--- config.mk ---
export PLATFORM = sky130hd
export DESIGN_NAME = fac_cell
export DESIGN_NICKNAME = d
export VERILOG_FILES = /design/src/rtl/fac_pkg.sv /design/src/rtl/fac_core.sv /design/src/rtl/fac_cell.sv
export SDC_FILE = /design/constraint.sdc
export NUM_CORES = 1
export LEC_CHECK = 0
export BUFFER_PORTS_ARGS = -buffer_cell sky130_fd_sc_hd__buf_2
export CORE_AREA = 2 2 39 41
export CTS_BUF_LIST = sky130_fd_sc_hd__clkbuf_8
export CTS_CLUSTER_DIAMETER = 30
export CTS_CLUSTER_SIZE = 40
export DETAILED_ROUTE_END_ITERATION = 8
export DIE_AREA = 0 0 41 43
export GPL_ROUTABILITY_DRIVEN = 1
export PLACE_DENSITY_LB_ADDON = 0.08
export SLEW_MARGIN = 40
export SYNTH_ARGS = -nofsm -noshare
export SYNTH_HDL_FRONTEND = slang
export SYNTH_SLANG_ARGS = --single-unit
--- constraint.sdc ---
create_clock -name clk -period 2.1 [get_ports clk]
set_clock_uncertainty 0.1 [all_clocks]
set_input_delay 0.105 -clock clk [delete_from_list [all_inputs] [get_ports clk]]
set_output_delay 0.105 -clock clk [all_outputs]
set_load 0.01 [all_outputs]
--- src/rtl/fac_pkg.sv ---
// fac_pkg: shared constants and helpers for the full-adder cell.
//   FAC_CARRY_RST_DEFAULT : default reset value of the stored carry
//   FAC_REG_OUT_DEFAULT   : default output-register enable
//   fac_majority(a,b,c)   : 2-of-3 majority, i.e. full-adder carry
package fac_pkg;

  localparam bit FAC_CARRY_RST_DEFAULT = 1'b0;
  localparam bit FAC_REG_OUT_DEFAULT   = 1'b1;

  function automatic logic fac_majority(input logic a, input logic b, input logic c);
    return (a & b) | (a & c) | (b & c);
  endfunction

endpackage

--- src/rtl/fac_core.sv ---
// fac_core: purely combinational single-bit full adder.
// Ports:
//   x, y : addend bits
//   ci   : carry-in
//   s    : sum bit
//   co   : carry-out bit
module fac_core
  import fac_pkg::*;
(
  input  logic x,
  input  logic y,
  input  logic ci,
  output logic s,
  output logic co
);

  assign s  = x ^ y ^ ci;
  assign co = fac_majority(x, y, ci);

endmodule

--- src/rtl/fac_cell.sv ---
// fac_cell: full-adder cell with carry-select, stored-carry register and an
// optional output register. Usable standalone, in a ripple chain, or as a
// bit-serial adder feeding its own carry back (chain=1).
// Parameters:
//   REG_OUT   : 1 = sum/cOut/out_valid registered (1-cycle latency),
//               0 = combinational outputs
//   CARRY_RST : reset value of carry_q
// Ports:
//   clk, rst_n : clock, asynchronous active-low reset
//   x, y, cIn  : addend bits and external carry-in
//   in_valid   : beat qualifier
//   chain      : 1 = use carry_q instead of cIn
//   sum, cOut  : result bits
//   out_valid  : sum/cOut hold a valid result
//   carry_q    : stored carry of the last accepted beat
//   ovf        : signed overflow (c_eff ^ co), only with FAC_OVF_EN defined
// Optional feature macro: FAC_OVF_EN
module fac_cell
  import fac_pkg::*;
#(
  parameter bit REG_OUT   = FAC_REG_OUT_DEFAULT,
  parameter bit CARRY_RST = FAC_CARRY_RST_DEFAULT
) (
  input  logic clk,
  input  logic rst_n,
  input  logic x,
  input  logic y,
  input  logic cIn,
  input  logic in_valid,
  input  logic chain,
  output logic sum,
  output logic cOut,
  output logic out_valid,
  output logic carry_q
`ifdef FAC_OVF_EN
  ,
  output logic ovf
`endif
);

  logic c_eff;
  logic s;
  logic co;

  // Carry select: stored carry for serial/self-chained operation.
  assign c_eff = chain ? carry_q : cIn;

  fac_core u_core (
    .x  (x),
    .y  (y),
    .ci (c_eff),
    .s  (s),
    .co (co)
  );

  // Stored carry updates only on accepted beats.
  always_ff @(posedge clk or negedge rst_n) begin
    if (!rst_n) begin
      carry_q <= CARRY_RST;
    end else if (in_valid) begin
      carry_q <= co;
    end
  end

  if (REG_OUT) begin : g_reg
    always_ff @(posedge clk or negedge rst_n) begin
      if (!rst_n) begin
        sum       <= 1'b0;
        cOut      <= 1'b0;
        out_valid <= 1'b0;
      end else begin
        out_valid <= in_valid;
        if (in_valid) begin
          sum  <= s;
          cOut <= co;
        end
      end
    end
`ifdef FAC_OVF_EN
    always_ff @(posedge clk or negedge rst_n) begin
      if (!rst_n) begin
        ovf <= 1'b0;
      end else if (in_valid) begin
        ovf <= c_eff ^ co;
      end
    end
`endif
  end else begin : g_comb
    // Gated by rst_n so reset forces outputs low even in combinational mode.
    always_comb begin
      sum       = rst_n & s;
      cOut      = rst_n & co;
      out_valid = rst_n & in_valid;
    end
`ifdef FAC_OVF_EN
    always_comb begin
      ovf = rst_n & (c_eff ^ co);
    end
`endif
  end

endmodule

==> results.json <==
{
  "status": "completed",
  "drc_errors": 0,
  "multi_input_area_um2": 53.8,
  "synthTopCellsByArea": "dfrtp_1 55%, mux2_2 25%, fa_1 15%",
  "clock.fmax_mhz": 625,
  "totalWireLength_um": 344,
  "critPathArrivalTime_ps": 1600,
  "nFillCells": 147,
  "path_clk_slew_ps": 30,
  "rows": 14,
  "drtPass1Iterations": 1,
  "critPathLaunchType": "flop",
  "p_total_uw": 280,
  "place_area_um2": 199,
  "period_minus_slack_ps": 1600,
  "rsz0062_at_grt": "false",
  "die-area_um2": 1760,
  "cp_max_fo": 4,
  "p_leak_uw": 0.000129,
  "io_buffers": 10,
  "synth_seq_cells": 3,
  "drive_gt1_share_pct": 69.6,
  "vias_per_cell": 2.74,
  "yosysSeqAreaShare_pct": 55.0,
  "fp.coreArea_um2": 1380,
  "yosys.cell_types.count": 4,
  "drv_cap": 0,
  "vdd_drop_max_mv": 0.200,
  "grt-ovfl-total": 0,
  "vias": 107,
  "dp_cells": 33,
  "insertion_delay_ps": 210,
  "die_w_um": 41,
  "yosysTopAreaCellShare_pct": 55.0,
  "drtIter0Drc": 0,
  "netlist_area_um2": 136,
  "synth_largest_area_cell": "dfrtp_1",
  "cts_tree": "yes",
  "cts_buffer_depth": 2,
  "postCtsSetupBuffers": 0,
  "ys_warn_count": 0,
  "cts-root-buf": "clkbuf_8",
  "cts_sinks": 3,
  "reg2reg_from": "carry_q$_DFFE_PN0P_",
  "layout_commonest_cell": "buf_2",
  "cp-end-kind": "flop",
  "grt_pass1_vias": 109,
  "seq_area_um2": 75.1,
  "grt_max_degree": 5,
  "max_slew.worst_pin.slew_ps": 124,
  "cts-htree-levels": 1,
  "ant_nets": 0,
  "syn_nets": 16,
  "slew_headroom_pct": 91.7,
  "num_io_pins": 11,
  "wl_per_cell_um": 8.82,
  "min_period_over_period_pct": 76.2,
  "design_area_um2": 264,
  "holdWs_ps": 118,
  "finalHoldViolCount": 0,
  "setup_viol": 0,
  "grt_pass1_wl_um": 427,
  "final_cell_mix": "10 x buf_2, 3 x mux2_2, 3 x dfrtp_1, 3 x clkbuf_8, 2 x dlygate4sd3_1",
  "antenna_found_initial": 0,
  "synthCells": 8,
  "initial_core_util_pct": 9.86,
  "num-nets-final": 32,
  "syn_avg_cell_area_um2": 17.0,
  "crit_type": "flop to flop",
  "power_density_nw_per_um2": 1060,
  "hp-class": "input pin to async pin",
  "startpoint": "carry_q$_DFFE_PN0P_",
  "numCtsBuffers": 3,
  "fp.dieH_um": 43,
  "syn_to_final_growth_pct": 93.6,
  "required_ps": 2090,
  "stdcell_count": 39,
  "slew_viol_final": 0,
  "track_usage_pct": 4.74,
  "fin_setup_tns_ps": 0,
  "antenna_cells": 0,
  "gp_congestion": 0.563
}
final cells by class:
cell class | instances | area share (%)
multi-input cells | 4 | 20.4
repair buffers | 12 | 26.5
clock inverters | 1 | 1.42
flip-flops and latches | 3 | 28.4
clock buffers | 3 | 15.6
well taps | 16 | 7.58
cells in the mapped netlist (all sizes together):
| library cell | instances |
|---|---|
| mux2 | 3 |
| fa | 1 |
| dfrtp | 3 |
| buf | 1 |
final timing paths:
| kind | end | slack, ps | depth (start not counted) |
|---|---|---|---|
| min reg2reg | sum$_DFFE_PN0P_ | 410 | 1 |
| max reg2reg | sum$_DFFE_PN0P_ | 500 | 3 |
| max | sum$_DFFE_PN0P_ | 500 | 3 |
| max in group asynchronous | carry_q$_DFFE_PN0P_ | 1670 | 2 |
| min | sum$_DFFE_PN0P_ | 120 | 2 |
| min in group clk | sum$_DFFE_PN0P_ | 200 | 3 |
registers in the layout, summed over array words and instances (netlist names):
name and count:
carry_q 1, sum 1, out_valid 1
where the power goes:
group          switching, uW  internal, uW
clock network           35.8           124
registers               5.99          67.8
logic                   20.3          25.7
metrics by stage:
stage | worst slack, ps | utilization (%)
global placement | 508 | 14.4
global route | 442 | 19.1
floorplan | 519 | -
detailed placement | 492 | 14.4
finish | 499 | 19.1
CTS | 488 | 19.1
cells by family after synthesis:
| kind of cell | synth area share (%) |
|---|---|
| multiplexers | 24.8 |
| buffers and inverters | 5.51 |
| flip-flops | 55.0 |
| adder cells (fa/ha/maj) | 14.7 |
worst max-delay path, cell delays in order, from the launching register on:
cell and delay [ps]:
dfrtp_1 400, mux2_2 290, fa_1 430, mux2_2 270
metal layers:
| layer | vias to the layer above | share of wire, % | track usage [%] |
|---|---|---|---|
| li1 | 55 | - | - |
| met1 | 41 | 50 | 5.21 |
| met2 | 11 | 32 | 4.06 |
| met3 | 0 | 18 | 3.14 |
| met4 | 0 | 0 | 8.00 |
| met5 | - | 0 | 0 |
repair_timing:
item                                    in CTS  in global routing
resized for setup                            0                  0
endpoints found under the hold margin        4                  0
endpoints found under the setup margin       0                  0
hold buffers                                 2                  0
Power figures use the tool's default switching activity.
